[config.mk]
export PLATFORM = sky130hd
export DESIGN_NAME = apb_wait_slave
export DESIGN_NICKNAME = d
export VERILOG_FILES = /design/src/rtl/apb_pkg.sv /design/src/rtl/apb_regfile.sv /design/src/rtl/apb_wait_slave.sv
export SDC_FILE = /design/constraint.sdc
export NUM_CORES = 1
export LEC_CHECK = 0
export CORE_AREA = 10 10 253 255
export CTS_CLUSTER_SIZE = 28
export DETAILED_ROUTE_END_ITERATION = 8
export DIE_AREA = 0 0 263 265
export GPL_TIMING_DRIVEN = 0
export PLACE_DENSITY = 0.73
export SLEW_MARGIN = 0
export SYNTH_ARGS = -nofsm -noshare
export SYNTH_HDL_FRONTEND = slang
export SYNTH_SLANG_ARGS = --single-unit
[constraint.sdc]
create_clock -name clk -period 1.9 [get_ports clk]
set_input_delay 0.38 -clock clk [delete_from_list [all_inputs] [get_ports clk]]
set_output_delay 0.38 -clock clk [all_outputs]
set_load 0.05 [all_outputs]
[src/rtl/apb_pkg.sv]
// Shared definitions for the APB wait-state completer: FSM state encoding,
// the registered pready/pslverr response pair and the wait-counter width.
package apb_pkg;

    typedef enum logic [1:0] {
        ST_IDLE = 2'd0,
        ST_WAIT = 2'd1,
        ST_DONE = 2'd2
    } apb_state_t;

    // Response as driven onto the bus: ready marks completion, slverr the error flag.
    typedef struct packed {
        logic ready;
        logic slverr;
    } apb_resp_t;

    localparam apb_resp_t RESP_NONE = '{ready: 1'b0, slverr: 1'b0};
    localparam apb_resp_t RESP_OKAY = '{ready: 1'b1, slverr: 1'b0};
    localparam apb_resp_t RESP_ERR  = '{ready: 1'b1, slverr: 1'b1};

    // Wait-state counter holds 0..15.
    localparam int CNT_W = 4;

endpackage

[src/rtl/apb_regfile.sv]
// DEPTH x DATA_W storage with one byte-enabled synchronous write port,
// one combinational read port and an asynchronous active-low clear.
module apb_regfile #(
    parameter int DATA_W = 32,
    parameter int DEPTH  = 16
) (
    input  logic                       clk,
    input  logic                       reset_n,
    input  logic                       wr_en,
    input  logic [$clog2(DEPTH)-1:0]   wr_idx,
    input  logic [DATA_W-1:0]          wr_data,
    input  logic [DATA_W/8-1:0]        wr_be,
    input  logic [$clog2(DEPTH)-1:0]   rd_idx,
    output logic [DATA_W-1:0]          rd_data
);

    localparam int BE_W = DATA_W / 8;

    logic [DATA_W-1:0] mem [DEPTH];

    // Clear every word on reset; otherwise merge enabled byte lanes into the addressed word.
    always_ff @(posedge clk or negedge reset_n) begin
        if (!reset_n) begin
            for (int i = 0; i < DEPTH; i++) begin
                mem[i] <= '0;
            end
        end else if (wr_en) begin
            for (int b = 0; b < BE_W; b++) begin
                if (wr_be[b]) begin
                    mem[wr_idx][b*8 +: 8] <= wr_data[b*8 +: 8];
                end
            end
        end
    end

    assign rd_data = mem[rd_idx];

endmodule

[src/rtl/apb_wait_slave.sv]
// APB completer with a fixed number of wait states per transfer, backed by
// an apb_regfile. Address decode, the IDLE/WAIT/DONE FSM and the registered
// response live here.
// Optional feature: define APB_PSTRB_EN to add the pstrb port and byte-lane
// write masking; without it every legal write updates the whole word.
module apb_wait_slave
    import apb_pkg::*;
#(
    parameter int                    APB_BUS_W   = 32,
    parameter int                    APB_ADDR_W  = 32,
    parameter int                    DEPTH       = 16,
    parameter int                    WAIT_CYCLES = 0,
    parameter logic [APB_ADDR_W-1:0] BASE_ADDR   = '0
) (
    input  logic                    clk,
    input  logic                    reset_n,
    input  logic                    psel,
    input  logic                    penable,
    input  logic                    pwrite,
    input  logic [APB_ADDR_W-1:0]   paddr,
    input  logic [APB_BUS_W-1:0]    pwdata,
`ifdef APB_PSTRB_EN
    input  logic [APB_BUS_W/8-1:0]  pstrb,
`endif
    output logic [APB_BUS_W-1:0]    prdata,
    output logic                    pready,
    output logic                    pslverr
);

    localparam int BE_W  = APB_BUS_W / 8;
    localparam int IDX_W = $clog2(DEPTH);
    localparam int OFF_W = $clog2(BE_W);
    localparam logic [APB_ADDR_W:0]   SPAN       = (APB_ADDR_W+1)'(DEPTH * BE_W);
    localparam logic [APB_ADDR_W-1:0] ALIGN_MASK = APB_ADDR_W'(BE_W - 1);
    localparam logic [CNT_W-1:0]      WAIT_LOAD  = CNT_W'(WAIT_CYCLES);

    // Legal = inside the window starting at BASE_ADDR and word aligned.
    function automatic logic addr_legal(input logic [APB_ADDR_W-1:0] a);
        logic [APB_ADDR_W-1:0] off;
        off = a - BASE_ADDR;
        return (a >= BASE_ADDR) && ({1'b0, off} < SPAN) && ((off & ALIGN_MASK) == '0);
    endfunction

    function automatic logic [IDX_W-1:0] addr_index(input logic [APB_ADDR_W-1:0] a);
        logic [APB_ADDR_W-1:0] off;
        off = (a - BASE_ADDR) >> OFF_W;
        return off[IDX_W-1:0];
    endfunction

    apb_state_t            state;
    logic [CNT_W-1:0]      cnt;
    logic                  write_q;
    logic                  legal_q;
    logic [IDX_W-1:0]      idx_q;
    logic [APB_BUS_W-1:0]  wdata_q;
    logic [BE_W-1:0]       strb_q;
    apb_resp_t             resp_q;
    logic [APB_BUS_W-1:0]  prdata_q;

    logic                  setup_phase;
    logic                  access_phase;
    logic                  go_setup;
    logic                  finish_now;
    logic                  finish_wait;
    logic                  finish;
    logic                  commit;
    logic                  cur_legal;
    logic [IDX_W-1:0]      cur_idx;
    logic                  fin_write;
    logic                  fin_legal;
    logic [IDX_W-1:0]      fin_idx;
    logic [BE_W-1:0]       strb_in;
    logic [APB_BUS_W-1:0]  rf_rdata;
    logic [APB_BUS_W-1:0]  fwd_word;

`ifdef APB_PSTRB_EN
    assign strb_in = pstrb;
`else
    assign strb_in = '1;
`endif

    assign setup_phase  = psel && !penable;
    assign access_phase = psel && penable;
    assign cur_legal    = addr_legal(paddr);
    assign cur_idx      = addr_index(paddr);

    // With no wait states a setup phase heads straight for DONE, so the
    // completing transfer is still on the bus rather than in the latches.
    assign go_setup    = setup_phase && (state == ST_IDLE || state == ST_DONE);
    assign finish_now  = go_setup && (WAIT_CYCLES == 0);
    assign finish_wait = (state == ST_WAIT) && access_phase && (cnt == CNT_W'(1));
    assign finish      = finish_now || finish_wait;

    assign fin_write = finish_now ? pwrite    : write_q;
    assign fin_legal = finish_now ? cur_legal : legal_q;
    assign fin_idx   = finish_now ? cur_idx   : idx_q;

    // Storage is written on the edge that closes DONE.
    assign commit = (state == ST_DONE) && write_q && legal_q;

    apb_regfile #(
        .DATA_W (APB_BUS_W),
        .DEPTH  (DEPTH)
    ) u_regfile (
        .clk     (clk),
        .reset_n (reset_n),
        .wr_en   (commit),
        .wr_idx  (idx_q),
        .wr_data (wdata_q),
        .wr_be   (strb_q),
        .rd_idx  (fin_idx),
        .rd_data (rf_rdata)
    );

    // A back-to-back read of the word being committed this edge must see the new bytes.
    always_comb begin
        fwd_word = rf_rdata;
        if (commit && (idx_q == fin_idx)) begin
            for (int b = 0; b < BE_W; b++) begin
                if (strb_q[b]) begin
                    fwd_word[b*8 +: 8] = wdata_q[b*8 +: 8];
                end
            end
        end
    end

    // Transfer FSM: latch the request at setup, count access cycles, and register the response.
    always_ff @(posedge clk or negedge reset_n) begin
        if (!reset_n) begin
            state    <= ST_IDLE;
            cnt      <= '0;
            write_q  <= 1'b0;
            legal_q  <= 1'b0;
            idx_q    <= '0;
            wdata_q  <= '0;
            strb_q   <= '0;
            resp_q   <= RESP_NONE;
            prdata_q <= '0;
        end else begin
            unique case (state)
                ST_IDLE, ST_DONE: begin
                    if (setup_phase) begin
                        write_q <= pwrite;
                        legal_q <= cur_legal;
                        idx_q   <= cur_idx;
                        wdata_q <= pwdata;
                        strb_q  <= strb_in;
                        cnt     <= WAIT_LOAD;
                        state   <= (WAIT_CYCLES == 0) ? ST_DONE : ST_WAIT;
                    end else begin
                        state <= ST_IDLE;
                        cnt   <= '0;
                    end
                end
                ST_WAIT: begin
                    if (!psel) begin
                        state <= ST_IDLE;
                        cnt   <= '0;
                    end else if (penable) begin
                        cnt <= cnt - CNT_W'(1);
                        if (cnt == CNT_W'(1)) begin
                            state <= ST_DONE;
                        end
                    end
                end
                default: begin
                    state <= ST_IDLE;
                    cnt   <= '0;
                end
            endcase

            if (finish) begin
                resp_q   <= fin_legal ? RESP_OKAY : RESP_ERR;
                prdata_q <= (fin_legal && !fin_write) ? fwd_word : '0;
            end else begin
                resp_q   <= RESP_NONE;
                prdata_q <= '0;
            end
        end
    end

    assign prdata  = prdata_q;
    assign pready  = resp_q.ready;
    assign pslverr = resp_q.slverr;

endmodule

Word-level counts from Yosys, hierarchy flattened

Index checks and enable logic that the tools add are counted.

Register bits: 591
Bits of input ports: 69
Output and inout port bits: 34
Logic and storage cells: 103

$add $sub $neg: 1
Magnitude comparators: 5
Eq/ne operators: 6
Mux-type cells: 42
Bitwise operators: 2
Reductions and logical operators: 21

Operators with widths:

| operator              | number |
|---|---|
| $mux W512             | 7 |
| $bwmux W512           | 4 |
| $demux W32 S4         | 4 |
| $mux W32              | 6 |
| $bmux W32 S4          | 1 |
| $mux W8               | 5 |
| $ge A32 B1 Y1 const B | 1 |
| $logic_not A32 Y1     | 1 |
| $lt A32 B7 Y1 const B | 1 |
| $mux W24              | 1 |
| $mux W16              | 1 |
| $mux W4               | 4 |
| $logic_and A1 B1 Y1   | 12 |
| $ge A5 B5 Y1 const B  | 2 |
| $mux W2               | 5 |
| $not A4 Y5            | 2 |
| $lt A5 B1 Y1 const B  | 1 |
| $eq A4 B1 Y1 const B  | 1 |
| $eq A4 B4 Y1          | 1 |
| $pmux W2 S2           | 1 |
| $reduce_and A2 Y1     | 2 |
| $sub A4 B1 Y4 const B | 1 |
| $mux W1               | 3 |
| $ne A3 B2 Y1 const B  | 1 |
| 7 further kinds       | 9 |

Depth between registers and ports, before layout

Depth in word-level cells: 16
Depth in mapped cells: 10
Depth with buffers taken out: 8

Modules after synthesis

Synthesis repeated with hierarchy kept, for this count alone.

Cells, all modules: 1770
Area total of the unflattened synthesis: 26820.7 um2

By module, submodules not included:

| module         | instances | cells each | area each (um2) | sequential area each (um2) |
|---|---|---|---|---|
| apb_regfile    | 1         | 1435       | 23560.1         | 12812.3 |
| apb_wait_slave | 1         | 335        | 3260.6          | 1826.8 |

Worst setup path after synthesis

OpenSTA, ideal clock, no wires.

Path kind: reg2reg
From: reg, netlist name pready
To: reg u_regfile.mem[100] (netlist bit)
Setup time: 0.125 ns
Arrival: 2.054 ns
Required time: 1.775 ns
Slack: -0.279 ns
Stages on the path, launching flop included: 6
Path buffers: 1
Period minus slack after synthesis: 2.179 ns
Cells stage by stage: dfrtp_1 > nand4_1 > or3_1 > nor2_1 > buf_2 > mux2_2

RTL lines:

| item                            | line              | text |
|---|---|---|
| to (signal, indexed assignment) | apb_regfile.sv:30 | `mem[wr_idx][b*8 +: 8] <= wr_data[b*8 +: 8];` |
| to (decl)                       | apb_regfile.sv:19 | `logic [DATA_W-1:0] mem [DEPTH];` |

Worst setup path after layout

From: reg idx_q[0]
To: reg prdata_q[20] (netlist: prdata[20])

Word-level cells in the longest chain between the ends: 9
Elaborated cells on any way between the ends: 11
Those cells by class: eq/ne: 1; mux: 8; bitwise: 1; reduce/logical: 1

Ends and longest elaborated chain:

| item                                        | line                  | text |
|---|---|---|
| from (decl)                                 | apb_wait_slave.sv:54  | `logic [IDX_W-1:0] idx_q;` |
| from (signal assigned)                      | apb_wait_slave.sv:145 | `idx_q <= cur_idx;` |
| $mux W4                                     | apb_wait_slave.sv:96  | `assign fin_idx = finish_now ? cur_idx : idx_q;` |
| $not A4 Y5 (not written as such)            | apb_regfile.sv:36     | `assign rd_data = mem[rd_idx];` |
| $bmux W32 S4                                | apb_regfile.sv:36     |  |
| $mux W32 (not written as such) (2 in a row) | apb_regfile.sv:36     |  |
| $mux W8                                     | apb_wait_slave.sv:120 | `if (strb_q[b]) begin` |
| $mux W32 *                                  | apb_wait_slave.sv:118 | `if (commit && (idx_q == fin_idx)) begin` |
| $mux W32 *                                  | apb_wait_slave.sv:174 | `prdata_q <= (fin_legal && !fin_write) ? fwd_word : '0;` |
| $mux W32 *                                  | apb_wait_slave.sv:172 | `if (finish) begin` |
| to (signal assigned)                        | apb_wait_slave.sv:174 |  |
| to (decl)                                   | apb_wait_slave.sv:58  | `logic [APB_BUS_W-1:0] prdata_q;` |

Mark *: on every way between the ends. The rest lies on a longest branch, timed or not. The select of a mux whose other input is x is not followed.
A chain may end at the register's enable or synchronous reset.

==> impl_metrics.csv <==
group,metric,value,unit
status,outcome,"finished with violations",
status,violations,"hold timing, setup timing",
floorplanning,row_count,89,
worst_setup_path,rr_startpoint,"idx_q[0]",
detailed_routing,first_pass_iters,6,
logic_synthesis,syn_area,26200,um2
logic_synthesis,syn_nets,2387,
clocking,cts_tree,"built",
grt,gr-total-overflow,0,
detailed_routing,avgRoutedWirePerCell,26.4,um
grt,grt_usage,0.239,
placed_design,postPlaceCellArea,28400,um2
sta,skew,47.9,ps
floorplanning,design.die.area,69700,um2
sta,tns,-46230,ps
logic_synthesis,synth-edff-count,0,
worst_setup_path,critPathLaunchType,"flip-flop",
sta,period_needed,2150,ps
power,p_total,29.1,mW
power,ir_drop,1.09,mV
grt,grt_max_degree,127,
sta,rsz0062_at_grt,"true",
logic_synthesis,ys_seq_area_frac,0.559,
grt,antenna_found_initial,2,
layout,stdcell_count,3393,
sta,finalSetupViolCount,452,
logic_synthesis,yosysWarnings,0,
floorplanning,die_x,263,um
layout,layout_common_cells,"dfrtp_1 (582), nand2_1 (357), mux2_2 (339)",
grt,grt_use_met2,0.381,
sta,fmax,0.465,GHz
floorplanning,coreArea,58800,um2
worst_setup_path,critPathLaunch,"idx_q[0]",
layout,drive_above_1_share,0.371,
sta,hold_viol,79,
floorplanning,initial_utilization,0.445,
worst_setup_path,endpoint_kind,"flip-flop",
clocking,cts_max_path_buffers,3,
detailed_routing,vias_per_cell,6.11,
worst_hold_path,hold_path_class,"in -> async",
worst_setup_path,worst-path-max-fanout,10,
layout,final_util,0.574,
placed_design,numPlacedInstances,3198,
clocking,clock_latency,650,ps
clocking,clock-sinks,585,
floorplanning,ios,103,
logic_synthesis,ys_seq_elements,585,
layout,nNetsFinal,2644,
layout,multi_input_area,12000,um2
logic_synthesis,async_flop_share,1.00,
sta,min_period_over_period,1.13,
clocking,numCtsBuffers,59,
detailed_routing,drc,0,
sta,setup_slack,-251,ps
grt,grt_pass1_vias,21100,
sta,slew_headroom,0.412,
job,drv_cap,0,
detailed_routing,vias,20700,
clocking,clk_pin_slew,60,ps
worst_setup_path,critPathArrivalTime,2650,ps
layout,fin_area,33800,um2
placed_design,place_congestion,0.915,
layout,syn2layout_area_growth,29.0,%
sta,slew_viol_final,0,
placed_design,io_buffer_count,102,
worst_setup_path,path_class,"reg -> reg",
layout,fill_cells,4460,
power,leakage,16.2,nW
logic_synthesis,syn_inst,2318,
sta,worst_pin_slew,882,ps
layout,mostFrequentLayoutCell,"dfrtp_1",
logic_synthesis,ys_types,37,
floorplanning,die_h,265,um
power,power_density,863,nW/um2
grt,met1_usage,0.301,
detailed_routing,antenna_left,0,
logic_synthesis,synth_area_per_cell,11.3,um2
worst_setup_path,r2r_slack,-250,ps
clocking,htreeDepth,2,
clocking,cts_root_buf,"clkbuf_16",
worst_setup_path,r2r_cells,9,
layout,seq_area,14600,um2
sta,whs,-366,ps
placed_design,dp_hpwl,52200,um
grt,grt_pass1_wl,130000,um
grt,top_usage_layer,"met2",
logic_synthesis,ys.flop_type,"dfrtp_1",
detailed_routing,drtIter0Drc,2260,
detailed_routing,finalWirelength,89500,um
worst_setup_path,cp.required,2400,ps
worst_setup_path,r2r-end,"prdata[20]",
grt,met3_usage,0.0527,
==> repair_timing <==
item	4_1_cts	5_1_grt
setup endpoints to repair	654	609
cloned	17	6
buffers inserted	51	21
endpoints found under the hold margin	79	79
resized for setup	569	114
pin swaps	32	11
==> power by group <==
part | internal, mW | switching [mW]
Sequential | 12.6 | 0.269
Combinational | 1.39 | 3.02
Clock | 6.84 | 5.05
==> metal layers <==
layer / share of wire / wire, um / up-vias
met1: 0.39 / 34500 / 10600
met3: 0.098 / 8750 / 335
met2: 0.46 / 41100 / 1214
met4: 0.057 / 5060 / 2
met5: 0.00015 / 13 / -
li1: - / - / 8568
==> area by class of cell <==
cell class              count  share of cell area
inverters                   7             0.00122
clock inverters            15             0.00548
flip-flops and latches    585               0.434
diodes                      1           0.0000741
plain buffers             186              0.0489
clock buffers              90              0.0528
multi-input cells        1537               0.355
well taps                 773              0.0286
repair buffers            199              0.0738
==> synth_stat cells (2+ instances only) <==
library cell / count / area, um2
dfrtp_1: 585 / 14600
mux2_2: 509 / 5730
nand2_1: 361 / 1360
nor2_1: 302 / 1130
a21oi_1: 130 / 651
buf_2: 120 / 601
a221oi_1: 64 / 561
o22ai_1: 64 / 400
clkbuf_1: 62 / 233
o311ai_1: 32 / 280
o21ai_0: 24 / 120
o21ai_1: 8 / 40.0
nor4_1: 7 / 43.8
buf_1: 4 / 15.0
inv_1: 4 / 15.0
nand3b_1: 4 / 30.0
nand4_1: 4 / 25.0
xnor2_1: 4 / 35.0
buf_4: 3 / 22.5
mux2_1: 3 / 33.8
nand2b_1: 3 / 18.8
nor3_1: 3 / 15.0
inv_2: 2 / 7.51
mux2i_1: 2 / 20.0
nor3_2: 2 / 20.0
==> cell families (layout without fill, tap and decap cells) <==
logic type	Yosys count	after routing	share of synthesized area
other	0	1	0
buffers and inverters	196	497	0.0345
muxes	515	515	0.222
xor gates and xnor gates	4	4	0.00134
and+or+nand+nor	693	693	0.103
AOI/OAI and AO/OA	325	325	0.0797
DFF	585	585	0.559
==> how the worst max path moves through the flow <==
stage | slack (ps) | cells past startpoint | end
2_1_floorplan | -70 | 5 | u_regfile.mem[107]
3_5_place_dp | -1650 | 8 | prdata[0]
4_1_cts | -260 | 8 | u_regfile.mem[370]
3_3_place_gp | -26270 | 1 | pready
6_report | -250 | 9 | prdata[20]
5_1_grt | -270 | 8 | prdata[21]
==> worst max-delay path: stages (launching register included) <==
cell      delay [ps]
dfrtp_2          430
mux2i_4          180
buf_12           170
inv_8             60
buf_6            130
buf_2            210
a21oi_1          310
a221oi_1         160
o21ai_1          220
o311ai_2         150
==> through the flow <==
step                hold WS, ps  setup WS, ps
floorplan                  84.4         -71.7
global placement            452        -26270
detailed placement          418         -1650
CTS                        -261          -260
global route               -341          -274
finish                     -366          -251
==> flip-flops by register name, summed over array words and instances (netlist names) <==
signal         flops
wdata_q           32
u_regfile.mem    512
prdata            32
idx_q              4
write_q            1
pslverr            1
strb_q             1
pready             1
legal_q            1
Power figures use the tool's default switching activity.
